==> src/rtl/lcd_pkg.sv <==
// Shared definitions for the LCD write path: word format and serializer states.
package lcd_pkg;

    // Upstream word: {dc, byte}
    localparam int unsigned LCD_WORD_W = 9;

    // D/C line encoding
    localparam logic LCD_DC_CMD  = 1'b0;
    localparam logic LCD_DC_DATA = 1'b1;

    // Serializer control states
    typedef enum logic [1:0] {
        IDLE  = 2'd0,
        SHIFT = 2'd1,
        HOLD  = 2'd2,
        GAP   = 2'd3
    } spi_state_t;

endpackage : lcd_pkg

==> src/rtl/lcd_spi_tx.sv <==
// SPI mode-0 serializer for a 4-wire LCD bus with a one-word holding buffer.
// Words are {dc, byte}; the byte is shifted MSB first and wr_done pulses as CS rises.
module lcd_spi_tx
    import lcd_pkg::*;
#(
    parameter int unsigned CLK_DIV = 2
) (
    input  logic                  sys_clk_50MHz,
    input  logic                  sys_rst,
    input  logic [LCD_WORD_W-1:0] data,
    input  logic                  en_write,
    output logic                  lcd_cs_n,
    output logic                  lcd_sclk,
    output logic                  lcd_mosi,
    output logic                  lcd_dc,
    output logic                  busy,
    output logic                  wr_done,
    output logic                  ovf
);

    localparam int unsigned       PH_W    = $clog2(CLK_DIV) + 1;
    localparam logic [PH_W-1:0]   PH_LAST = PH_W'(CLK_DIV - 1);

    spi_state_t            state_q, state_d;
    logic [PH_W-1:0]       phase_q, phase_d;
    logic [2:0]            bit_q, bit_d;
    logic [7:0]            sr_q, sr_d;
    logic [LCD_WORD_W-1:0] buf_q, buf_d;
    logic                  buf_vld_q, buf_vld_d;
    logic                  cs_n_q, cs_n_d;
    logic                  sclk_q, sclk_d;
    logic                  mosi_q, mosi_d;
    logic                  dc_q, dc_d;
    logic                  busy_q, busy_d;
    logic                  wr_done_q, wr_done_d;
    logic                  ovf_q, ovf_d;

    logic                  phase_last;
    logic                  pop;
    logic                  start;
    logic [LCD_WORD_W-1:0] start_word;

    assign phase_last = (phase_q == PH_LAST);

    // State and output registers with synchronous reset
    always_ff @(posedge sys_clk_50MHz) begin
        if (sys_rst) begin
            state_q   <= IDLE;
            phase_q   <= '0;
            bit_q     <= '0;
            sr_q      <= '0;
            buf_q     <= '0;
            buf_vld_q <= 1'b0;
            cs_n_q    <= 1'b1;
            sclk_q    <= 1'b0;
            mosi_q    <= 1'b0;
            dc_q      <= 1'b0;
            busy_q    <= 1'b0;
            wr_done_q <= 1'b0;
            ovf_q     <= 1'b0;
        end else begin
            state_q   <= state_d;
            phase_q   <= phase_d;
            bit_q     <= bit_d;
            sr_q      <= sr_d;
            buf_q     <= buf_d;
            buf_vld_q <= buf_vld_d;
            cs_n_q    <= cs_n_d;
            sclk_q    <= sclk_d;
            mosi_q    <= mosi_d;
            dc_q      <= dc_d;
            busy_q    <= busy_d;
            wr_done_q <= wr_done_d;
            ovf_q     <= ovf_d;
        end
    end

    // Next-state logic: buffer management, SCLK phase sequencing and word start
    always_comb begin
        state_d    = state_q;
        phase_d    = phase_q;
        bit_d      = bit_q;
        sr_d       = sr_q;
        buf_d      = buf_q;
        buf_vld_d  = buf_vld_q;
        cs_n_d     = cs_n_q;
        sclk_d     = sclk_q;
        mosi_d     = mosi_q;
        dc_d       = dc_q;
        wr_done_d  = 1'b0;
        ovf_d      = ovf_q;

        // A buffered word is launched straight out of the last GAP cycle so the
        // bus sees exactly CLK_DIV cycles of CS high between back-to-back words.
        pop        = buf_vld_q && ((state_q == IDLE) || ((state_q == GAP) && phase_last));
        start      = pop || ((state_q == IDLE) && en_write);
        start_word = pop ? buf_q : data;

        if (pop) begin
            buf_vld_d = en_write;
            if (en_write) begin
                buf_d = data;
            end
        end else if (en_write && (state_q != IDLE)) begin
            if (buf_vld_q) begin
                ovf_d = 1'b1;
            end else begin
                buf_d     = data;
                buf_vld_d = 1'b1;
            end
        end

        case (state_q)
            IDLE: begin
            end
            SHIFT: begin
                phase_d = phase_q + PH_W'(1);
                if (phase_last) begin
                    phase_d = '0;
                    if (!sclk_q) begin
                        sclk_d = 1'b1;
                    end else begin
                        sclk_d = 1'b0;
                        if (bit_q == 3'd0) begin
                            state_d = HOLD;
                        end else begin
                            bit_d  = bit_q - 3'd1;
                            sr_d   = {sr_q[6:0], 1'b0};
                            mosi_d = sr_q[6];
                        end
                    end
                end
            end
            HOLD: begin
                phase_d = phase_q + PH_W'(1);
                if (phase_last) begin
                    phase_d   = '0;
                    state_d   = GAP;
                    cs_n_d    = 1'b1;
                    wr_done_d = 1'b1;
                end
            end
            GAP: begin
                phase_d = phase_q + PH_W'(1);
                if (phase_last) begin
                    phase_d = '0;
                    state_d = IDLE;
                end
            end
            default: begin
                state_d = IDLE;
            end
        endcase

        if (start) begin
            state_d = SHIFT;
            phase_d = '0;
            bit_d   = 3'd7;
            sr_d    = start_word[7:0];
            dc_d    = start_word[8];
            mosi_d  = start_word[7];
            cs_n_d  = 1'b0;
            sclk_d  = 1'b0;
        end

        busy_d = (state_d != IDLE) || buf_vld_d;
    end

    assign lcd_cs_n = cs_n_q;
    assign lcd_sclk = sclk_q;
    assign lcd_mosi = mosi_q;
    assign lcd_dc   = dc_q;
    assign busy     = busy_q;
    assign wr_done  = wr_done_q;
    assign ovf      = ovf_q;

endmodule : lcd_spi_tx

==> config.mk <==
export PLATFORM = sky130hd
export DESIGN_NAME = lcd_spi_tx
export DESIGN_NICKNAME = d
export VERILOG_FILES = /design/src/rtl/lcd_pkg.sv /design/src/rtl/lcd_spi_tx.sv
export SDC_FILE = /design/constraint.sdc
export NUM_CORES = 1
export LEC_CHECK = 0
export CORE_UTILIZATION = 40
export DETAILED_ROUTE_END_ITERATION = 7
export PLACE_DENSITY_LB_ADDON = 0.05
export SLEW_MARGIN = 20
export SYNTH_ARGS = -nofsm -noshare
export SYNTH_HDL_FRONTEND = slang
export SYNTH_SLANG_ARGS = --single-unit
==> constraint.sdc <==
create_clock -name sys_clk_50MHz -period 1.8 [get_ports sys_clk_50MHz]
set_clock_uncertainty 0.1 [all_clocks]
set_input_delay 0.36 -clock sys_clk_50MHz [delete_from_list [all_inputs] [get_ports sys_clk_50MHz]]
set_output_delay 0.36 -clock sys_clk_50MHz [all_outputs]
set_load 0.01 [all_outputs]
==> results.md <==
* R2r startpoint: bit_q[0]
* # IOs at 19
* Initial antenna violation count at 0
* GR peak layer: met2
* Post-synth EDFFs at 0
* Initial Utilization at 43.3%
* Status: complete, no violations
* Crit Path Max Fanout at 6
* Clk buf depth at 2
* Fin crit share at 95.7%
* WL per Instance at 13.5 um
* DR DRC count at 0
* Final ANT Viol Nets at 0
* Max VDD drop at 0.000459 V
* Type of the worst min-delay path: reg2reg
* Grt met3 use at 6.16%
* Final setup vio count at 0
* Reg2Reg Depth at 6
* Pins Over Slew Limit at 0
* Critical path arrival at 1.26 ns
* Final Util at 55.2%
* Setup crit start: lcd_sclk
* Cts hold-fix bufs at 0
* Total Routing Usage GR at 18.3%
* Drt pass-1 iters at 4
* Synth top area cells: dfxtp_1 42%, mux2i_1 6.7%, nor2_1 5.3%, o41ai_2 4.4%, nor3_1 3.0%
* Clock transition at path regs at 0.06 ns
* Yosys warning total at 0
* Placed cell area at 1790 sq um
* Vias/cell at 5.19
* Vias in the first global route at 1229
* CP max stage delay at 0.57 ns
* Clk root buf: clkbuf_8
* Most common cell in the netlist: dfxtp_1
* Slew headroom at 72.2%
* Worst path bufs/invs at 1
* R2r setup slk at 0.09 ns
* Area Overhead vs Synth at 27.3%
* Rows at 21
* Fin. Hold Viols at 0
* N_diodes at 0
* Placer Congestion at 0.793
* Leading area contributor after synthesis: dfxtp_1
* Post-placement cell count at 228
* Largest net degree at the start of global routing at 36
* Htree depth at 2
* Setup slack at placement at -0.222 ns
* CP top delay family: buffers and inverters
* Synth async-reset ratio at 0%
* Area of the core at 3440 sq um
* Mapped cell area at 1490 sq um
* Final setup margin at 0.0771 ns
* Seq/Total Area, Yosys at 41.6%
* Fin area at 1900 sq um
* Grt total ovfl at 0
* Post-DP HPWL at 2200 um
* Distinct cells, synth at 36
* Wire length of the first global-routing pass at 5640 um
* Met1 Use GR at 23.0%
* Setup TNS at 0 ns
* Initial DRC Count at 73
* Fin nets at 203
* CTS Sinks at 31
* Vias at 1219
* Min Tclk post-route at 1.72 ns
* Gate Count Post-Synth at 161
* Critical Path Slowest Stage Cell: clkdlybuf4s50_1
* TritonCTS Buffers at 5
* Slew @ Worst Pin at 0.417 ns
* Primary FF master, synth: dfxtp_1
* CTS tree: built
* Post-Synthesis Net Count at 175
* CP endpoint kind: output pin
* Die span in x at 63.1 um
* Met2 usage at 28.5%
* Die Ht at 63.1 um
* Layout Cells excl Fill at 235
* Max cap viols at 0
* Synth cell count leaders: 31 x dfxtp_1, 21 x nor2_1, 10 x mux2i_1, 10 x nand2_1, 9 x nor3_1
* DRT Wirelength at 3170 um
* Synthesis-stage register bit count at 31
* Layout cells sized above 1 at 17.5%
* Syn Area/Cell at 9.26 sq um
* Worst path depth at 1
* Worst setup path category: reg2out
* Worst r2r dst: sr_q[1]
* Yosys top cell area share at 41.6%
* Fmax achieved at 580 MHz
* Startpoint types: flip-flop
* Leak Pwr at 0.784 nW
* Cell area power density at 838 nW/um^2
* CP Capture Point: lcd_sclk
* Die Area at 3980 sq um
* RSZ-0062 raised after global routing: yes
* Skew-Pair Late Insertion Delay at 0.28 ns
* I/O Buffers at 18
* CP Cell Sequence: clkdlybuf4s50_1
* Data required, critical path at 1.34 ns
[cell type report]
class                      count  area [sq um]
clock buffer                   6          82.6
clock inverter                 1          5.00
fill                         322          1540
inverter                       2          7.51
multi-input combinational    117           823
sequential                    31           623
tap                           46          57.6
timing repair buffer          32           300
[per-stage QoR]
| stage | total power, mW | hold WS (ns) |
|---|---|---|
| final | 1.59 | 0.368 |
| after global routing | 1.69 | 0.397 |
| after CTS | 1.61 | 0.378 |
| after detailed placement | 1.06 | 0.363 |
| after global placement | 1.05 | 0.351 |
| after floorplan | 0.945 | 0.353 |
[kinds of logic after synthesis]
| group | Yosys count | share of synthesized area, % |
|---|---|---|
| compound gates | 31 | 18.1 |
| xor+xnor | 5 | 2.94 |
| fa+ha+maj | 2 | 1.68 |
| buf+inv | 13 | 4.19 |
| flops | 31 | 41.6 |
| mux | 10 | 6.71 |
| simple gates | 69 | 24.7 |
[per-layer routing]
metal	wire [um]	up-vias
met2	1400	17
met1	1600	561
li1	-	636
met3	111	5
met5	0	-
met4	53	0
[cells in the final DEF, fill, tap and decap left out, drive strengths merged]
| cell type | n |
|---|---|
| a211oi | 6 |
| a21boi | 1 |
| a21oi | 2 |
| a311oi | 3 |
| a31oi | 3 |
| and3 | 1 |
| and3b | 2 |
| and4b | 1 |
| and4bb | 1 |
| buf | 14 |
| clkbuf | 6 |
| clkdlybuf4s50 | 17 |
| clkinv | 1 |
| dfxtp | 31 |
| dlymetal6s2s | 1 |
| ha | 2 |
| inv | 2 |
| mux2i | 10 |
| nand2 | 10 |
| nand2b | 3 |
| nand3 | 6 |
| nand3b | 2 |
| nand4 | 1 |
| nand4b | 4 |
| nor2 | 22 |
| nor2b | 6 |
| nor3 | 9 |
| nor3b | 1 |
| o21a | 1 |
| o21ai | 8 |
| o221ai | 1 |
| o32a | 1 |
| o32ai | 1 |
| o41ai | 4 |
| xnor2 | 2 |
| xor2 | 3 |
[worst min-delay path by stage]
stage / slack [ns] / end / cells past startpoint / startpoint
finish: 0.37 / ovf / 2 / ovf
global route: 0.40 / sr_q[3] / 2 / buf_q[3]
floorplan: 0.35 / sr_q[0] / 2 / sr_q[0]
detailed placement: 0.36 / ovf / 2 / ovf
CTS: 0.38 / ovf / 2 / ovf
global placement: 0.35 / ovf / 2 / ovf
[sequential cells by signal, summed over array words and instances, names as in the netlist]
signal	cells
lcd_dc	1
busy	1
phase_q	2
lcd_cs_n	1
buf_q	9
state_q	2
buf_vld_q	1
wr_done	1
sr_q	7
lcd_sclk	1
ovf	1
bit_q	3
lcd_mosi	1
[repair_timing]
item	CTS	global route
gates resized for setup	0	7
setup buffers	0	0
setup endpoints to repair	0	13
[where the power goes]
part	switching, mW	internal, mW	leakage [nW]
registers	0.0271	0.733	0.255
logic	0.141	0.150	0.482
clock network	0.243	0.299	0.0470
Note: power is estimated with default switching activity, not from simulation.
